<file path="config.mk">
export PLATFORM = sky130hd
export DESIGN_NAME = game_board_scanner_flat
export DESIGN_NICKNAME = d
export VERILOG_FILES = /design/src/rtl/game_board_scanner_if.sv /design/src/rtl/game_board_scanner.sv /design/src/flat_wrapper.sv
export SDC_FILE = /design/constraint.sdc
export NUM_CORES = 1
export LEC_CHECK = 0
export BUFFER_PORTS_ARGS = -buffer_cell sky130_fd_sc_hd__buf_2
export CAP_MARGIN = 20
export CORE_UTILIZATION = 50
export CTS_CLUSTER_SIZE = 10
export DETAILED_ROUTE_END_ITERATION = 16
export GPL_ROUTABILITY_DRIVEN = 0
export PLACE_DENSITY_LB_ADDON = 0.05
export SYNTH_ARGS = -nofsm -noshare
export SYNTH_HDL_FRONTEND = slang
export SYNTH_SLANG_ARGS = --single-unit
</file>
<file path="constraint.sdc">
create_clock -name clk -period 2.6 [get_ports clk]
set_input_delay 0.26 -clock clk [delete_from_list [all_inputs] [get_ports clk]]
set_output_delay 0.26 -clock clk [all_outputs]
set_load 0.03 [all_outputs]
</file>
<file path="src/rtl/game_board_scanner_if.sv">
// game_board_scanner_if: tile beat stream from the scanner to the renderer.
interface game_board_scanner_if;
  logic       tile_valid;
  logic       tile_ready;
  logic [2:0] tile_code;
  logic [5:0] tile_index;
  logic       tile_last;
  modport master (output tile_valid, tile_code, tile_index, tile_last, input tile_ready);
  modport slave  (input tile_valid, tile_code, tile_index, tile_last, output tile_ready);
endinterface

</file>
<file path="src/rtl/game_board_scanner.sv">
// game_board_scanner: snapshots the board maps on start and streams 64 tile codes.
module game_board_scanner (
  input  logic                        clk,
  input  logic                        reset,
  input  logic                        start,
  input  logic [63:0]                 wall,
  input  logic [63:0]                 way,
  input  logic [63:0]                 box,
  input  logic [63:0]                 destination,
  input  logic [5:0]                  man,
  game_board_scanner_if.master        tile,
  output logic                        busy,
  output logic [7:0]                  frame_count
);
  typedef enum logic {IDLE, SEND} state_e;
  state_e      state_q, state_d;
  logic [5:0]  idx_q, idx_d, man_q, man_d;
  logic [7:0]  fc_q, fc_d;
  logic [63:0] wall_q, wall_d, way_q, way_d, box_q, box_d, dst_q, dst_d;
  logic        fire, on_man, on_goal, on_box;
  always_comb begin
    state_d = state_q;
    idx_d   = idx_q;
    fc_d    = fc_q;
    man_d   = man_q;
    wall_d  = wall_q;
    way_d   = way_q;
    box_d   = box_q;
    dst_d   = dst_q;
    fire    = (state_q == SEND) && tile.tile_ready;
    if (state_q == IDLE && start) begin
      state_d = SEND;
      idx_d   = 6'd0;
      man_d   = man;
      wall_d  = wall;
      way_d   = way;
      box_d   = box;
      dst_d   = destination;
    end
    if (fire) begin
      idx_d = idx_q + 6'd1;
      if (idx_q == 6'd63) begin
        state_d = IDLE;
        idx_d   = 6'd0;
        fc_d    = fc_q + 8'd1;
      end
    end
  end
  always_ff @(posedge clk) begin
    if (reset) begin
      state_q <= IDLE;
      idx_q   <= 6'd0;
      fc_q    <= 8'd0;
      man_q   <= 6'd0;
      wall_q  <= 64'd0;
      way_q   <= 64'd0;
      box_q   <= 64'd0;
      dst_q   <= 64'd0;
    end else begin
      state_q <= state_d;
      idx_q   <= idx_d;
      fc_q    <= fc_d;
      man_q   <= man_d;
      wall_q  <= wall_d;
      way_q   <= way_d;
      box_q   <= box_d;
      dst_q   <= dst_d;
    end
  end
  // idx_q is held at 0 whenever IDLE, so index and last need no extra gating
  always_comb begin
    on_man  = idx_q == man_q;
    on_goal = dst_q[idx_q];
    on_box  = box_q[idx_q];
    busy    = state_q == SEND;
    tile.tile_valid = busy;
    tile.tile_index = idx_q;
    tile.tile_last  = busy && (idx_q == 6'd63);
    tile.tile_code  = !busy             ? 3'd0 :
                      on_man && on_goal ? 3'd7 :
                      on_man            ? 3'd6 :
                      on_box && on_goal ? 3'd5 :
                      on_box            ? 3'd4 :
                      wall_q[idx_q]     ? 3'd1 :
                      on_goal           ? 3'd3 :
                      way_q[idx_q]      ? 3'd2 : 3'd0;
  end
  assign frame_count = fc_q;
endmodule

</file>
<file path="src/flat_wrapper.sv">
// flat-port wrapper written by rule: the top's interface ports become plain ports
module game_board_scanner_flat 
  (clk, reset, start, wall, way, box, destination, man, busy, frame_count, tile_tile_valid, tile_tile_code, tile_tile_index, tile_tile_last, tile_tile_ready);
  game_board_scanner_if tile_i ();
  input  logic clk;
  input  logic reset;
  input  logic start;
  input  logic [63:0] wall;
  input  logic [63:0] way;
  input  logic [63:0] box;
  input  logic [63:0] destination;
  input  logic [5:0] man;
  output logic busy;
  output logic [7:0] frame_count;
  output wire logic [$bits(tile_i.tile_valid)-1:0] tile_tile_valid;
  output wire logic [$bits(tile_i.tile_code)-1:0] tile_tile_code;
  output wire logic [$bits(tile_i.tile_index)-1:0] tile_tile_index;
  output wire logic [$bits(tile_i.tile_last)-1:0] tile_tile_last;
  input wire logic [$bits(tile_i.tile_ready)-1:0] tile_tile_ready;
  assign tile_tile_valid = tile_i.tile_valid;
  assign tile_tile_code = tile_i.tile_code;
  assign tile_tile_index = tile_i.tile_index;
  assign tile_tile_last = tile_i.tile_last;
  assign tile_i.tile_ready = tile_tile_ready;
  game_board_scanner u_core (.clk(clk), .reset(reset), .start(start), .wall(wall), .way(way), .box(box), .destination(destination), .man(man), .tile(tile_i), .busy(busy), .frame_count(frame_count));
endmodule
</file>
==> flow_summary.json, run 1 <==
{
  "grt_max_degree": 152,
  "slew_violations": 0,
  "synth_nets": 1694,
  "instances_no_fill": 2249,
  "antenna_found_initial": 1,
  "rr_startpoint": "u_core.tile.tile_index[0]$_SDFFE_PP0P_",
  "worstHoldPathType": "in2reg",
  "hold_depth": 3,
  "fillCellCount": 1804,
  "violations": "negative setup slack",
  "clock_sinks": 277,
  "yosysSeqAreaShare_pct": 46.6,
  "clock_latency_ns": 0.54,
  "top_usage_layer": "met2",
  "area_growth_pct": 44.9,
  "syn_area_per_cell_um2": 8.35,
  "drtPass1Iterations": 6,
  "use_met2_pct": 52.2,
  "routedWlPerCell_um": 16.5,
  "cts.clk_slew.worst_paths_ns": 0.06,
  "finalSetupViolCount": 3,
  "synth_seq_cells": 277,
  "status": "finished with violations",
  "min_period_ns": 3.27,
  "final_common_cell": "nand2_1",
  "hold_path.startpoint": "wall[55]",
  "drt-initial-drc-count": 863,
  "grt_pass1_wl_mm": 58.4,
  "cts_tree": "done",
  "die_x_um": 156,
  "cts-root-buf": "clkbuf_16",
  "r2r-end": "u_core.frame_count[7]$_SDFFE_PP0P_",
  "crit_path_end_kind": "output port",
  "cp.arrival_ns": 3.01,
  "vias_per_cell": 5.31,
  "setup_ws_ns": -0.672,
  "cts-buffers-inserted": 31,
  "initial_utilization_pct": 50.9,
  "coreArea_mm2": 0.0234,
  "finalNetCount": 2196,
  "cp.required_ns": 2.34,
  "synth_top_flop_cell": "dfxtp_1",
  "maxCapViolCount": 0,
  "ant_nets": 0,
  "grt.total_usage_pct": 30.1,
  "power_leakage_nw": 7.00,
  "pre_cts_slack_ns": -0.274,
  "clock.fmax_mhz": 306,
  "ir_worst_vdd_mv": 0.392,
  "async_flop_share_pct": 0,
  "io_pins": 286,
  "final_util_pct": 73.7,
  "rows": 56,
  "critPathLaunchType": "register",
  "clockBufferDepth": 3,
  "drc": 0,
  "h-tree-depth": 1,
  "layout_common_cells": "nand2_1, buf_2, dfxtp_1",
  "port-buffer-count": 285,
  "worstSetupStartpoint": "u_core.tile.tile_index[0]$_SDFFE_PP0P_",
  "via_count": 11900,
  "r2r_cells": 8,
  "ys_warn_count": 0,
  "place_hpwl_mm": 23.2,
  "slew_headroom_pct": 54.1,
  "totalWireLength_mm": 37.2,
  "overflow": 0,
  "placed_cells": 1972,
  "worst_pin_slew_ns": 0.688,
  "layout-drive-gt1-share_pct": 23.8,
  "rrSetupSlack_ns": 0.34,
  "critPathMaxFanout": 6,
  "worst-setup-path-type": "reg2out",
  "seq_area_mm2": 0.00555,
  "hold_viol_final": 0,
  "multiInputGateArea_mm2": 0.00595,
  "syn_area_mm2": 0.0119,
  "grtUsageMet1_pct": 39.0,
  "synth_edf_count": 0,
  "grt_pass1_vias": 11800,
  "die_area_mm2": 0.0244,
  "synth_cells": 1426,
  "crit_path_end": "tile_tile_code[0]",
  "die_height_um": 156,
  "fin_crit_sh_pct": 126,
  "fin_skew_ns": 0.0100,
  "power.density_mw_per_mm2": 562,
  "grt_setup_unrepaired": "yes",
  "grtUsageMet3_pct": 3.93,
  "yosys.cell_types.count": 53
}
[synthesized netlist by cell type, types with 2 or more instances]
library cell	n	area, um2
a22oi_1	9	67.6
a21o_1	2	15.0
mux4_1	6	158
nor2b_1	6	37.5
nand2b_1	2	12.5
and2b_1	2	15.0
o21ai_0	7	35.0
and3_1	3	18.8
xor2_1	9	78.8
mux2_2	7	78.8
clkbuf_1	96	360
a22o_1	2	17.5
nor3_1	5	25.0
nand3_1	9	45.0
buf_6	6	67.6
o221ai_1	2	17.5
buf_4	3	22.5
inv_1	4	15.0
or3_1	2	12.5
a211oi_1	2	15.0
a31oi_1	4	25.0
dfxtp_1	277	5550
nand2_1	538	2020
o31ai_1	2	15.0
mux2i_1	26	260
a21oi_1	270	1350
buf_1	3	11.3
a221oi_1	10	87.6
nand4_1	5	31.3
and2_1	4	25.0
buf_2	9	45.0
mux4_2	47	1060
o22ai_1	2	12.5
nor2_1	22	82.6
ha_1	2	25.0
xnor2_1	4	35.0
[per-layer routing]
layer  routed length [um]  share of wire (%)
met1                15900                 43
met2                18100                 49
met3                 2160                5.8
met4                  978                2.6
met5                    0                  0
[final cells by class]
cell class	instances	share of cell area, %
repair buffers	587	26.3
clock buffers	34	4.62
well taps	319	2.31
multi-input cells	1027	34.5
flip-flops and latches	277	32.2
inverters	4	0.0870
diodes	1	0.0145
[how the worst min path moves through the flow]
stage	end	slack, ns
6_report	u_core.wall_q[55]$_SDFFE_PP0P_	0.01
3_3_place_gp	u_core.dst_q[34]$_SDFFE_PP0P_	0.44
2_1_floorplan	u_core.box_q[0]$_SDFFE_PP0P_	0.40
5_1_grt	u_core.wall_q[12]$_SDFFE_PP0P_	0.0002
3_5_place_dp	u_core.box_q[29]$_SDFFE_PP0P_	0.45
4_1_cts	u_core.box_q[55]$_SDFFE_PP0P_	0.00009
[power by group]
part	leakage [nW]	internal, W	switching [W]
Sequential	2.27	0.00448	0.000134
Clock	0.392	0.00211	0.00155
Combinational	4.33	0.000751	0.000667
Total	7.00	0.00734	0.00235
[flip-flops by register name, indices dropped and copies added (netlist names)]
register	flops
u_core.man_q	6
u_core.frame_count	8
u_core.wall_q	64
u_core.dst_q	64
u_core.tile.tile_index	6
u_core.box_q	64
u_core.way_q	64
u_core.busy	1
[critical path, cell delays in order, from the launching register on]
cell and delay [ns]:
dfxtp_4 0.44, buf_12 0.14, mux4_2 0.50, a22oi_2 0.21, nand2_2 0.10, a221oi_4 0.37, o41ai_4 0.17, nand3b_1 0.23
a41oi_4 0.16, buf_6 0.16
[per-stage QoR]
step | power, W | TNS (ns) | hold slack, ns | cell area [um2]
finish | 0.00969 | -1.82 | 0.00958 | 17300
global route | 0.0101 | -2.17 | 0.000166 | 17300
CTS | 0.00973 | -1.92 | 0.0000868 | 17200
detailed placement | 0.00579 | -0.575 | 0.446 | 13900
global placement | 0.00577 | -0.602 | 0.439 | 13900
floorplan | 0.00534 | -0.0309 | 0.396 | 11900
[logic make-up (layout without fill, tap and decap cells)]
group	Yosys count	in the layout	share of synthesized area, %
compound gates	323	323	14.8
buf+inv	122	625	4.55
fa+ha+maj	2	2	0.210
other cells	0	1	0
simple gates	603	603	19.9
xor+xnor	13	13	0.956
flops	277	277	46.6
mux	86	86	13.1
[timing repair]
action / in CTS / in global routing
pin swaps: 11 / 4
cloned: 1 / 0
resized for setup: 29 / 3
hold buffers: 235 / 2
setup endpoints to repair: 3 / 3
buffers inserted: 3 / 1
hold endpoints to repair: 235 / 2
(Power assumes the default switching activity.)
==> run 2: changes to the inputs <==
--- a/config.mk
+++ b/config.mk
@@ -7,7 +7,7 @@
 export LEC_CHECK = 0
 export BUFFER_PORTS_ARGS = -buffer_cell sky130_fd_sc_hd__buf_2
 export CAP_MARGIN = 20
-export CORE_UTILIZATION = 50
+export CORE_UTILIZATION = 45
 export CTS_CLUSTER_SIZE = 10
 export DETAILED_ROUTE_END_ITERATION = 16
 export GPL_ROUTABILITY_DRIVEN = 0
==> run 2 against run 1 <==
  * The run still ends with negative setup slack left
  * Sequential share of layout area grew 3.3 points
  * Power grew 4.7%
  * Cell count shrank 6.6%
  * Critical path depth is the same
  * Hold slack lost 0.0027 ns
  * Cell area shrank 9.3%
  * Largest cell class unchanged
  * Non-clock buffer count shrank 179
  * Global-route usage shrank 5.3 points
  * Worst setup slack gained 0.082 ns
  * First-iteration DRC count grew 0.35%
  * Register-to-register slack is essentially flat
  * Core utilization shrank 13 points
==> flow_summary.json, run 2 (synthesized netlist as in run 1, its figures left out) <==
{
  "status": "finished with violations",
  "violations": "negative setup slack",
  "r2r_cells": 8,
  "final_common_cell": "nand2_1",
  "cp.required_ns": 2.34,
  "rr_startpoint": "u_core.tile.tile_index[3]$_SDFFE_PP0P_",
  "fin_skew_ns": 0.0133,
  "area_growth_pct": 31.4,
  "maxCapViolCount": 0,
  "design_area_mm2": 0.0157,
  "die_area_mm2": 0.0271,
  "io_pins": 286,
  "worstHoldPathType": "in2reg",
  "worstSetupStartpoint": "u_core.tile.tile_index[0]$_SDFFE_PP0P_",
  "p_sw_w": 0.00245,
  "min_period_ns": 3.19,
  "grt.total_usage_pct": 24.8,
  "die_height_um": 165,
  "finalNetCount": 2021,
  "finalSetupViolCount": 3,
  "grt_pass1_wl_mm": 52.6,
  "cts-root-buf": "clkbuf_16",
  "routedWlPerCell_um": 16.2,
  "overflow": 0,
  "combPwrFrac_pct": 11.8,
  "clock.fmax_mhz": 314,
  "cts_tree": "done",
  "power_leakage_nw": 6.34,
  "cts.clk_slew.worst_paths_ns": 0.05,
  "ir_worst_vdd_mv": 0.547,
  "clock_sinks": 277,
  "crit_path_end_kind": "output port",
  "ant_nets": 0,
  "p_clk_share_pct": 42.8,
  "antenna_found_initial": 0,
  "hold_depth": 3,
  "port-buffer-count": 285,
  "initial_utilization_pct": 45.8,
  "fin_crit_sh_pct": 123,
  "slew_violations": 0,
  "drtPass1Iterations": 5,
  "drt-initial-drc-count": 866,
  "layout_common_cells": "nand2_1, buf_2, dfxtp_1",
  "grt_pass1_vias": 10200,
  "hold_slack_ns": 0.00687,
  "place_hpwl_mm": 23.8,
  "critPathMaxFanout": 10,
  "cts-buffers-inserted": 35,
  "drc": 0,
  "clock_latency_ns": 0.50,
  "vias_per_cell": 5.22,
  "h-tree-depth": 2,
  "switching_share_pct": 24.1,
  "worst-setup-path-type": "reg2out",
  "via_count": 11000,
  "totalWireLength_mm": 34.1,
  "grt_setup_unrepaired": "yes",
  "critPathLaunchType": "register",
  "internal-power_w": 0.00770,
  "hold_path.startpoint": "wall[43]",
  "clockBufferDepth": 3,
  "setup_ws_ns": -0.589,
  "p_seq_share_pct": 45.4,
  "cp.arrival_ns": 2.93,
  "antennaDiodeCount": 0,
  "coreArea_mm2": 0.0260,
  "grt_max_degree": 110,
  "hold_viol_final": 0,
  "worst_pin_slew_ns": 0.764,
  "layout-drive-gt1-share_pct": 26.8,
  "dpl_cell_area_mm2": 0.0139,
  "slew_headroom_pct": 49.1,
  "die_x_um": 165,
  "power.density_mw_per_mm2": 649,
  "rows": 59
}
[run 2: cell types whose count changed in the layout (fill, tap and decap cells not counted), sizes merged]
cell	change
dlygate4sd3	-181
buf	+2
clkinv	+2
clkbuf	+12
bufinv	+1
diode	-1
inv	+1
[run 2: path summary, 6_finish.rpt]
path,to,slack (ns)
worst max-delay path,tile_tile_code[0],-0.59
worst min register to register,u_core.wall_q[29]$_SDFFE_PP0P_,0.45
worst min-delay path,u_core.wall_q[43]$_SDFFE_PP0P_,0.007
worst max register to register,u_core.frame_count[7]$_SDFFE_PP0P_,0.34
[run 2: area by class of cell]
cell class | count | area (um2)
clock inverters | 4 | 48.8
flip-flops and latches | 277 | 5550
repair buffers | 408 | 2710
well taps | 335 | 419
fillers | 2423 | 10300
inverters | 4 | 15.0
clock buffers | 46 | 957
multi-input cells | 1027 | 5950
[run 2: per-stage QoR]
step	setup slack (ns)	total power, W	cells	setup TNS, ns	utilization, %
3_3_place_gp	-0.300	0.00579	1989	-0.659	53.6
4_1_cts	-0.620	0.0102	2101	-1.65	60.1
6_report	-0.589	0.0102	2101	-1.57	60.2
5_1_grt	-0.690	0.0106	2101	-1.91	60.2
3_5_place_dp	-0.306	0.00581	1989	-0.658	53.6
2_1_floorplan	-0.0309	0.00534	1426	-0.0309	-
[run 2: per-layer routing]
layer,GRT usage (%),routed length (um),vias up
met2,39.7,15600,314
met3,3.74,1800,55
met4,7.76,843,0
met1,34.5,15900,5104
met5,0,0,-
li1,-,-,5485
[run 2: critical path: stages, from the launching register on]
cell,delay [ns]
dfxtp_4,0.38
buf_12,0.14
mux4_2,0.50
a22oi_2,0.19
nand2_2,0.10
a221oi_4,0.35
o41ai_4,0.18
nand3b_1,0.24
a41oi_4,0.18
buf_6,0.16
[run 2: power by group through the flow]
| stage | clock network [W] | registers [W] | logic, W |
|---|---|---|---|
| after floorplan | 0 | 0.00465 | 0.000685 |
| after global placement | 0 | 0.00469 | 0.00110 |
| after detailed placement | 0 | 0.00469 | 0.00112 |
| after CTS | 0.00442 | 0.00460 | 0.00121 |
| after global routing | 0.00461 | 0.00463 | 0.00133 |
| final | 0.00434 | 0.00460 | 0.00120 |
[run 2: repair_timing]
item                                    CTS  global route
buffers inserted                          6             0
hold endpoints to repair                 56             0
hold buffers                             56             0
pin swaps                                 3             2
endpoints found under the setup margin    3             3
resized for setup                        22             5
